===== src/rtl/wb_port_arbiter.sv =====
// rtl/wb_port_arbiter.sv - round-robin arbiter sharing one scoreboard write-back port among FUs
module wb_port_arbiter #(
  parameter int NR_REQ = 4,
  parameter int DATA_W = 64,
  parameter int TID_W  = 3,
  parameter int CNT_W  = 16
) (
  input  logic                     clk_i,
  input  logic                     rst_ni,
  input  logic                     flush_i,
  input  logic [NR_REQ-1:0]        req_valid_i,
  output logic [NR_REQ-1:0]        req_ready_o,
  input  logic [NR_REQ*TID_W-1:0]  req_trans_id_i,
  input  logic [NR_REQ*DATA_W-1:0] req_data_i,
  input  logic [NR_REQ-1:0]        req_ex_valid_i,
  input  logic [NR_REQ*64-1:0]     req_ex_cause_i,
  output logic                     wb_valid_o,
  output logic [TID_W-1:0]         wb_trans_id_o,
  output logic [DATA_W-1:0]        wb_data_o,
  output logic                     wb_ex_valid_o,
  output logic [63:0]              wb_ex_cause_o,
  input  logic                     clr_cnt_i,
  output logic [CNT_W-1:0]         conflict_cnt_o
);

  localparam int PTR_W = (NR_REQ > 1) ? $clog2(NR_REQ) : 1;

  logic [PTR_W-1:0]  rr_ptr_q;
  logic [PTR_W-1:0]  gnt_idx;
  logic [PTR_W:0]    cand;
  logic              gnt_any;
  logic [NR_REQ-1:0] gnt_oh;
  logic [TID_W-1:0]  sel_tid;
  logic [DATA_W-1:0] sel_data;
  logic              sel_ex_valid;
  logic [63:0]       sel_ex_cause;
  logic              multi_req;
  logic [CNT_W-1:0]  cnt_q;

  // Search starts at rr_ptr and wraps; the modulo is explicit so non-power-of-two NR_REQ works.
  always_comb begin
    gnt_any = 1'b0;
    gnt_idx = '0;
    cand    = '0;
    for (int i = 0; i < NR_REQ; i++) begin
      cand = {1'b0, rr_ptr_q} + (PTR_W+1)'(i);
      if (cand >= (PTR_W+1)'(NR_REQ)) cand = cand - (PTR_W+1)'(NR_REQ);
      if (!gnt_any && req_valid_i[cand[PTR_W-1:0]]) begin
        gnt_any = 1'b1;
        gnt_idx = cand[PTR_W-1:0];
      end
    end
    if (flush_i || !rst_ni) gnt_any = 1'b0;
  end

  always_comb begin
    gnt_oh       = '0;
    sel_tid      = '0;
    sel_data     = '0;
    sel_ex_valid = 1'b0;
    sel_ex_cause = '0;
    for (int k = 0; k < NR_REQ; k++) begin
      gnt_oh[k] = gnt_any && (gnt_idx == PTR_W'(k));
      if (gnt_oh[k]) begin
        sel_tid      = req_trans_id_i[k*TID_W +: TID_W];
        sel_data     = req_data_i[k*DATA_W +: DATA_W];
        sel_ex_valid = req_ex_valid_i[k];
        sel_ex_cause = req_ex_cause_i[k*64 +: 64];
      end
    end
  end

  assign req_ready_o = gnt_oh;
  assign multi_req   = |(req_valid_i & (req_valid_i - NR_REQ'(1)));

  always_ff @(posedge clk_i or negedge rst_ni) begin
    if (!rst_ni) begin
      wb_valid_o    <= 1'b0;
      wb_trans_id_o <= '0;
      wb_data_o     <= '0;
      wb_ex_valid_o <= 1'b0;
      wb_ex_cause_o <= '0;
      rr_ptr_q      <= '0;
    end else if (flush_i) begin
      wb_valid_o <= 1'b0;
      rr_ptr_q   <= '0;
    end else if (gnt_any) begin
      wb_valid_o    <= 1'b1;
      wb_trans_id_o <= sel_tid;
      wb_data_o     <= sel_data;
      wb_ex_valid_o <= sel_ex_valid;
      wb_ex_cause_o <= sel_ex_cause;
      rr_ptr_q      <= (gnt_idx == PTR_W'(NR_REQ-1)) ? '0 : gnt_idx + PTR_W'(1);
    end else begin
      wb_valid_o <= 1'b0;
    end
  end

  // Clear wins over a simultaneous conflict; flush cycles are not counted.
  always_ff @(posedge clk_i or negedge rst_ni) begin
    if (!rst_ni) begin
      cnt_q <= '0;
    end else if (clr_cnt_i) begin
      cnt_q <= '0;
    end else if (multi_req && !flush_i && (cnt_q != '1)) begin
      cnt_q <= cnt_q + CNT_W'(1);
    end
  end

  assign conflict_cnt_o = cnt_q;

endmodule

===== config.mk =====
export PLATFORM = sky130hd
export DESIGN_NAME = wb_port_arbiter
export DESIGN_NICKNAME = d
export VERILOG_FILES = /design/src/rtl/wb_port_arbiter.sv
export SDC_FILE = /design/constraint.sdc
export NUM_CORES = 1
export LEC_CHECK = 0
export ABC_CLOCK_PERIOD_IN_PS = 7930
export BUFFER_PORTS_ARGS = -buffer_cell sky130_fd_sc_hd__buf_4
export CAP_MARGIN = 20
export CORE_AREA = 5 5 263 265
export CTS_BUF_LIST = sky130_fd_sc_hd__clkbuf_4 sky130_fd_sc_hd__clkbuf_8
export DETAILED_ROUTE_END_ITERATION = 8
export DIE_AREA = 0 0 268 270
export PLACE_DENSITY = 0.43
export SLEW_MARGIN = 20
export SYNTH_ARGS = -nofsm -noshare
export SYNTH_HDL_FRONTEND = slang
export SYNTH_SLANG_ARGS = --single-unit

===== constraint.sdc =====
create_clock -name clk_i -period 7.93 [get_ports clk_i]
set_clock_uncertainty 0.15 [all_clocks]
set_input_delay 0.793 -clock clk_i [delete_from_list [all_inputs] [get_ports clk_i]]
set_output_delay 0.793 -clock clk_i [all_outputs]
set_load 0.01 [all_outputs]

Yosys cells after proc, flatten, opt, wreduce, memory -nomap -nowiden
Index checks and enable logic that the tools add are counted.

Add/sub/neg operators: 10. Order comparisons: 8. Eq/ne operators: 4. Muxes and demuxes: 44. Bitwise logic cells: 2. Reductions and logical operators: 20.

Operators with widths (number): $mux 64 (8); $mux 16 (2); $mux 2 (11); $add 16x1->16 const B (1); $ne 16x16->1 const B (1); $mux 1 (15); $lt 2x3->1 const B (4); $mux 3 (4); $ge 3x3->1 const B (3); $logic_and 1x1->1 (9); $bmux 1 s2 (4); $sub 2x1->2 const B (4); $add 2x2->3 const B (2); $logic_not 1->1 (5); $and 4x4->4 (1); $eq 2x2->1 const B (2); $reduce_bool 2->1 (2); $reduce_or 4->1 (1); $sub 4x1->4 const B (1); $add 2x1->3 const B (1); $ge 2x3->1 const B (1); $add 2x1->2 const B (1); $eq 2x1->1 const B (1); $logic_not 2->1 (1); other kinds (3) (3).

Bits in registers: 151. Bits of input ports: 536. Output and inout port bits: 153. Logic and storage cells: 95.

Longest topological paths before layout
Depth after elaboration: 20. Depth in mapped cells: 13.

Worst setup path after synthesis
No wires, ideal clock.

Path kind: input to output. Start point: input port req_valid_i[0]. End point: output port req_ready_o[3]. Arrival: 2.564 ns. Data required time: 6.987 ns. Path slack: 4.423 ns. Stages: 7. Path buffers: 3. Path through: nor3b_1 a211oi_1 ha_1 clkbuf_1 clkbuf_1 clkbuf_1 and3_1.

Longest elaborated chain between the ends: 14. Elaborated cells on any way between the ends: 25. Those cells by class: eq/ne (1); mux (17); reduce/logical (7).

RTL lines: start: declaration (line 11) `input logic [NR_REQ-1:0] req_valid_i,`; $bmux 1 s2 (line 48) `if (!gnt_any && req_valid_i[cand[PTR_W-1:0]]) begin`; $mux 1 (implied by the code) (line 48); $mux 1 (line 48); $logic_not 1->1 (line 48); $logic_and 1x1->1 (line 48); $mux 1 (line 48); $logic_not 1->1 (line 48); $logic_and 1x1->1 (line 48); $mux 1 (line 48); $logic_not 1->1 (line 48); $logic_and 1x1->1 (line 48); $mux 2 / $mux 1 (equally long branches) (line 48); $eq 2x2->1 / $mux 1 (equally long branches) (line 63, 53); $logic_and 1x1->1 * (line 63) `gnt_oh[k] = gnt_any && (gnt_idx == PTR_W'(k));`; end: declaration (line 12) `output logic [NR_REQ-1:0] req_ready_o,`.

Mark *: on every way between the ends. The rest lies on a longest branch, timed or not. The select of a mux whose other input is x is not followed.

Final worst setup path
Start point: register rr_ptr_q[1]. End point: register wb_ex_cause_o[22].

Longest elaborated chain between the ends: 20. Elaborated cells on any way between the ends: 51. Those cells by class: add/sub (7); order compare (4); eq/ne (3); mux (25); reduce/logical (12).

RTL lines: start: declaration (line 28) `logic [PTR_W-1:0] rr_ptr_q;`; start signal: assignment (line 93) `rr_ptr_q <= (gnt_idx == PTR_W'(NR_REQ-1)) ? '0 : gnt_idx + PTR_W'(1);`; branches (longest 20 deep; another with $add 2x1->3); end signal: assignment (line 92) `wb_ex_cause_o <= sel_ex_cause;`; end: declaration (line 21) `output logic [63:0] wb_ex_cause_o,`.

Parallel ways; which one is timed is not known. The select of a mux whose other input is x is not followed. A chain may end at the register's enable or synchronous reset.

==> results by group <==
Logic synthesis
  • Post-synth EDFFs: 0
  • Syn Std Cell Area: 9660 um2
  • Net Count, Synth: 1699
  • Gate Count Post-Synth: 1158
  • Post-synthesis average cell area: 8.34 um2
  • Share of Yosys cell area claimed by the top area cell type: 39.1%
  • Synth warn: 0
  • Yosys top cell by area: dfrtp_1
  • Synth Register Bits: 151
  • Share of flip-flops with an asynchronous set or reset: 100%
  • Synth cell types: 42
  • Area contributors post-synth: dfrtp_1 (39%), nand2_1 (9.5%), o221ai_2 (9.3%)
  • Sequential area share after synthesis: 39.1%
  • Most used DFF post-synth: dfrtp_1

STA
  • Worst Tran Pin Value: 1010 ps
  • Setup violators final: 0
  • Endpoints failing hold: 0
  • Max-slew headroom: 32.8%
  • Period utilization: 54.9%
  • Total Neg Setup Slack: 0 ps
  • F_max: 0.230 GHz
  • Max-slew violations: 0
  • RSZ-0062 raised after global routing: no
  • Tmin final: 4350 ps

Floorplan
  • Site Rows: 95
  • Initial core utilization: 14.5%
  • Core Box Area: 66600 um2
  • IO Pins: 689
  • Die ar.: 72400 um2
  • Die Y: 270 um
  • Die width: 268 um

Critical path
  • Worst-path maximum fanout: 60
  • WS Path Type: reg2reg
  • Cells on worst reg2reg path: 6
  • Arr. time, crit path: 4580 ps
  • Slowest Stage Delay on Critical Path: 830 ps
  • Worst setup EP type: register
  • Startpoint types: register
  • Worst-path cell chain: mux2i_1, a211oi_1, ha_4, or3_4, buf_4, o221ai_1
  • Slowest-stage cell, CP: buf_4
  • WP data required: 8160 ps

Placed design
  • Global placement routability congestion: 0.852
  • Port buffer count: 688
  • Dpl cell area: 15500 um2
  • Hpwl dp: 41.3 mm

Cells and area
  • Area delta synth->final: 65.3%
  • Layout cell share with drive strength beyond 1: 45.3%
  • Nets: 2299
  • Design Area, Final: 16000 um2

Route
  • Vias per std cell: 4.33
  • First-pass detailed-route iteration total: 5
  • Routed WL: 52.6 mm
  • Initial drt markers: 539
  • Vias: 11500
  • Wire per inst: 19.9 um
  • DRC viols: 0
  • Post-route ant nets: 0

GRT
  • Initial antenna violation count: 4
  • Largest net degree at the start of global routing: 132
  • GRT overflow: 0
  • First-pass GRT wire length: 75.6 mm
  • Gr usage total: 13.7%
  • Vias in the first global route: 11700

Power
  • Switching share of total power: 38.2%
  • VDD IR max: 102 uV
  • Logic pwr share: 43.1%
  • Internal power: 1.85 mW
  • Cell Pwr Density: 188 nW/um2
  • Clk network pwr share: 22.1%
  • Leakage: 7.24 nW
  • P_sw: 1.15 mW
  • Flop pwr share: 34.8%

Run
  • Maxcap violations: 0

Clocking
  • Num CTS Buffers: 17
  • Root Driver: clkbuf_8
  • CTS sink cnt: 151
  • CTS tree: done
  • Number of post-CTS setup repair buffers: 0
  • CTS clk-pin slew, worst paths: 100 ps
  • Max Root-Sink Buffers: 2
  • Clk_lat worst skew: 540 ps
  • H-tree depth: 4

Min path
  • Worst Hold Class: in2reg
  • Hold Path Depth: 2

Outcome
  • Status: completed
-- metal layers --
| metal | part of all wire (%) | global-route usage (%) | vias up |
|---|---|---|---|
| met2 | 51 | 24.2 | 435 |
| met1 | 39 | 16.0 | 5508 |
| met3 | 7.5 | 4.14 | 52 |
| li1 | - | - | 5469 |
| met5 | 0.074 | 0 | - |
| met4 | 2.2 | 4.17 | 6 |
-- repair_timing --
item | 4_1_cts | 5_1_grt
hold endpoints to repair | 39 | 0
gates resized for setup | 0 | 0
setup endpoints to repair | 0 | 0
hold buffers | 1 | 0
-- cell families after synthesis --
group                      count (synthesis)  share of synthesized area [%]
buffers and inverters                    126                           5.80
xor gates and xnor gates                  12                           1.09
DFF                                      151                           39.1
and+or+nand+nor                          446                           19.0
AOI/OAI and AO/OA                        415                           34.0
muxes                                      2                          0.207
adders and majority gates                  6                          0.751
-- cells in the mapped netlist (2+ instances only) --
cell type / n
nand3_1: 7
a211oi_1: 7
nand2_1: 244
a221oi_1: 22
ha_1: 5
dfrtp_1: 151
o21a_1: 2
o21ai_0: 18
o221ai_1: 50
clkbuf_1: 91
o22ai_1: 4
buf_2: 19
nor4_1: 6
a22oi_1: 114
inv_1: 6
nor2b_1: 21
a21oi_1: 133
and3_1: 5
xnor2_1: 12
o221ai_2: 60
buf_6: 8
nor2_1: 131
mux2i_1: 2
nor3_1: 22
-- stage by stage --
| stage | power (mW) | setup WS, ps | util (%) | instances | hold slack (ps) |
|---|---|---|---|---|---|
| 6_report | 3.00 | 3580 | 24.0 | 2647 | 287 |
| 4_1_cts | 3.08 | 3620 | 24.0 | 2644 | 206 |
| 5_1_grt | 3.21 | 3370 | 24.0 | 2645 | 232 |
| 2_1_floorplan | 1.64 | 4420 | - | 1158 | 347 |
| 3_3_place_gp | 2.37 | 3160 | 23.4 | 2611 | 317 |
| 3_5_place_dp | 2.38 | 3130 | 23.4 | 2611 | 322 |
-- area by class of cell --
| type | count | area, um2 |
|---|---|---|
| repair buffers | 701 | 5280 |
| clock buffers | 20 | 269 |
| fillers | 7419 | 50600 |
| diodes | 3 | 7.51 |
| clock inverters | 12 | 141 |
| inverters | 6 | 22.5 |
| flip-flops and latches | 151 | 3780 |
| multi-input cells | 881 | 5380 |
| well taps | 873 | 1090 |
-- registers in the layout, summed over array words and instances, names as in the netlist --
signal / cells
wb_ex_valid_o: 1
wb_valid_o: 1
wb_trans_id_o: 3
rr_ptr_q: 2
conflict_cnt_o: 16
wb_data_o: 64
wb_ex_cause_o: 64
-- critical path: cells and delay by family, from the launching register on --
family / cells / cell delay [ps]
AND/OR/NAND/NOR: 1 / 790
flip-flops: 1 / 450
multiplexers: 1 / 150
adder cells (fa/ha/maj): 1 / 620
AO/OA/AOI/OAI: 2 / 1000
buffers and inverters: 1 / 830
-- power groups by stage --
stage          clock network (mW)  logic (mW)  registers [mW]
2_1_floorplan                   0       0.517            1.12
4_1_cts                     0.709        1.32            1.05
5_1_grt                     0.735        1.41            1.07
3_5_place_dp                    0        1.32            1.06
3_3_place_gp                    0        1.31            1.06
6_report                    0.663        1.29            1.05
-- cell usage in the layout, fill, tap and decap left out, types with 2 or more instances in the layout --
cell,instances
o21ai_0,18
clkbuf_8,19
o22ai_1,4
and3_1,5
or3_4,2
o221ai_2,60
nor2b_1,20
a211oi_1,7
xnor2_1,12
dfrtp_1,151
nand3_1,7
buf_4,698
o221ai_1,50
o21a_1,2
a22oi_1,114
inv_1,6
ha_4,3
a21oi_1,133
a221oi_1,22
mux2i_1,2
nor3_1,22
nor4_1,6
bufinv_16,2
nor2_1,131
nand2_1,244
ha_1,2
clkinvlp_4,4
diode_2,3
inv_6,3
-- final timing paths --
check | start | to | slack (ps)
worst max register to register | rr_ptr_q[1]$_DFFE_PN0P_ | wb_ex_cause_o[22]$_DFFE_PN0P_ | 3580
min in group asynchronous | rst_ni | wb_ex_cause_o[31]$_DFFE_PN0P_ | 590
worst min register to register | wb_data_o[4]$_DFFE_PN0P_ | wb_data_o[4]$_DFFE_PN0P_ | 340
worst max-delay path | rr_ptr_q[1]$_DFFE_PN0P_ | wb_ex_cause_o[22]$_DFFE_PN0P_ | 3580
worst min-delay path | flush_i | rr_ptr_q[0]$_DFFE_PN0P_ | 290
max in group asynchronous | rst_ni | wb_ex_cause_o[32]$_DFFE_PN0P_ | 5830
(Power assumes the default switching activity.)
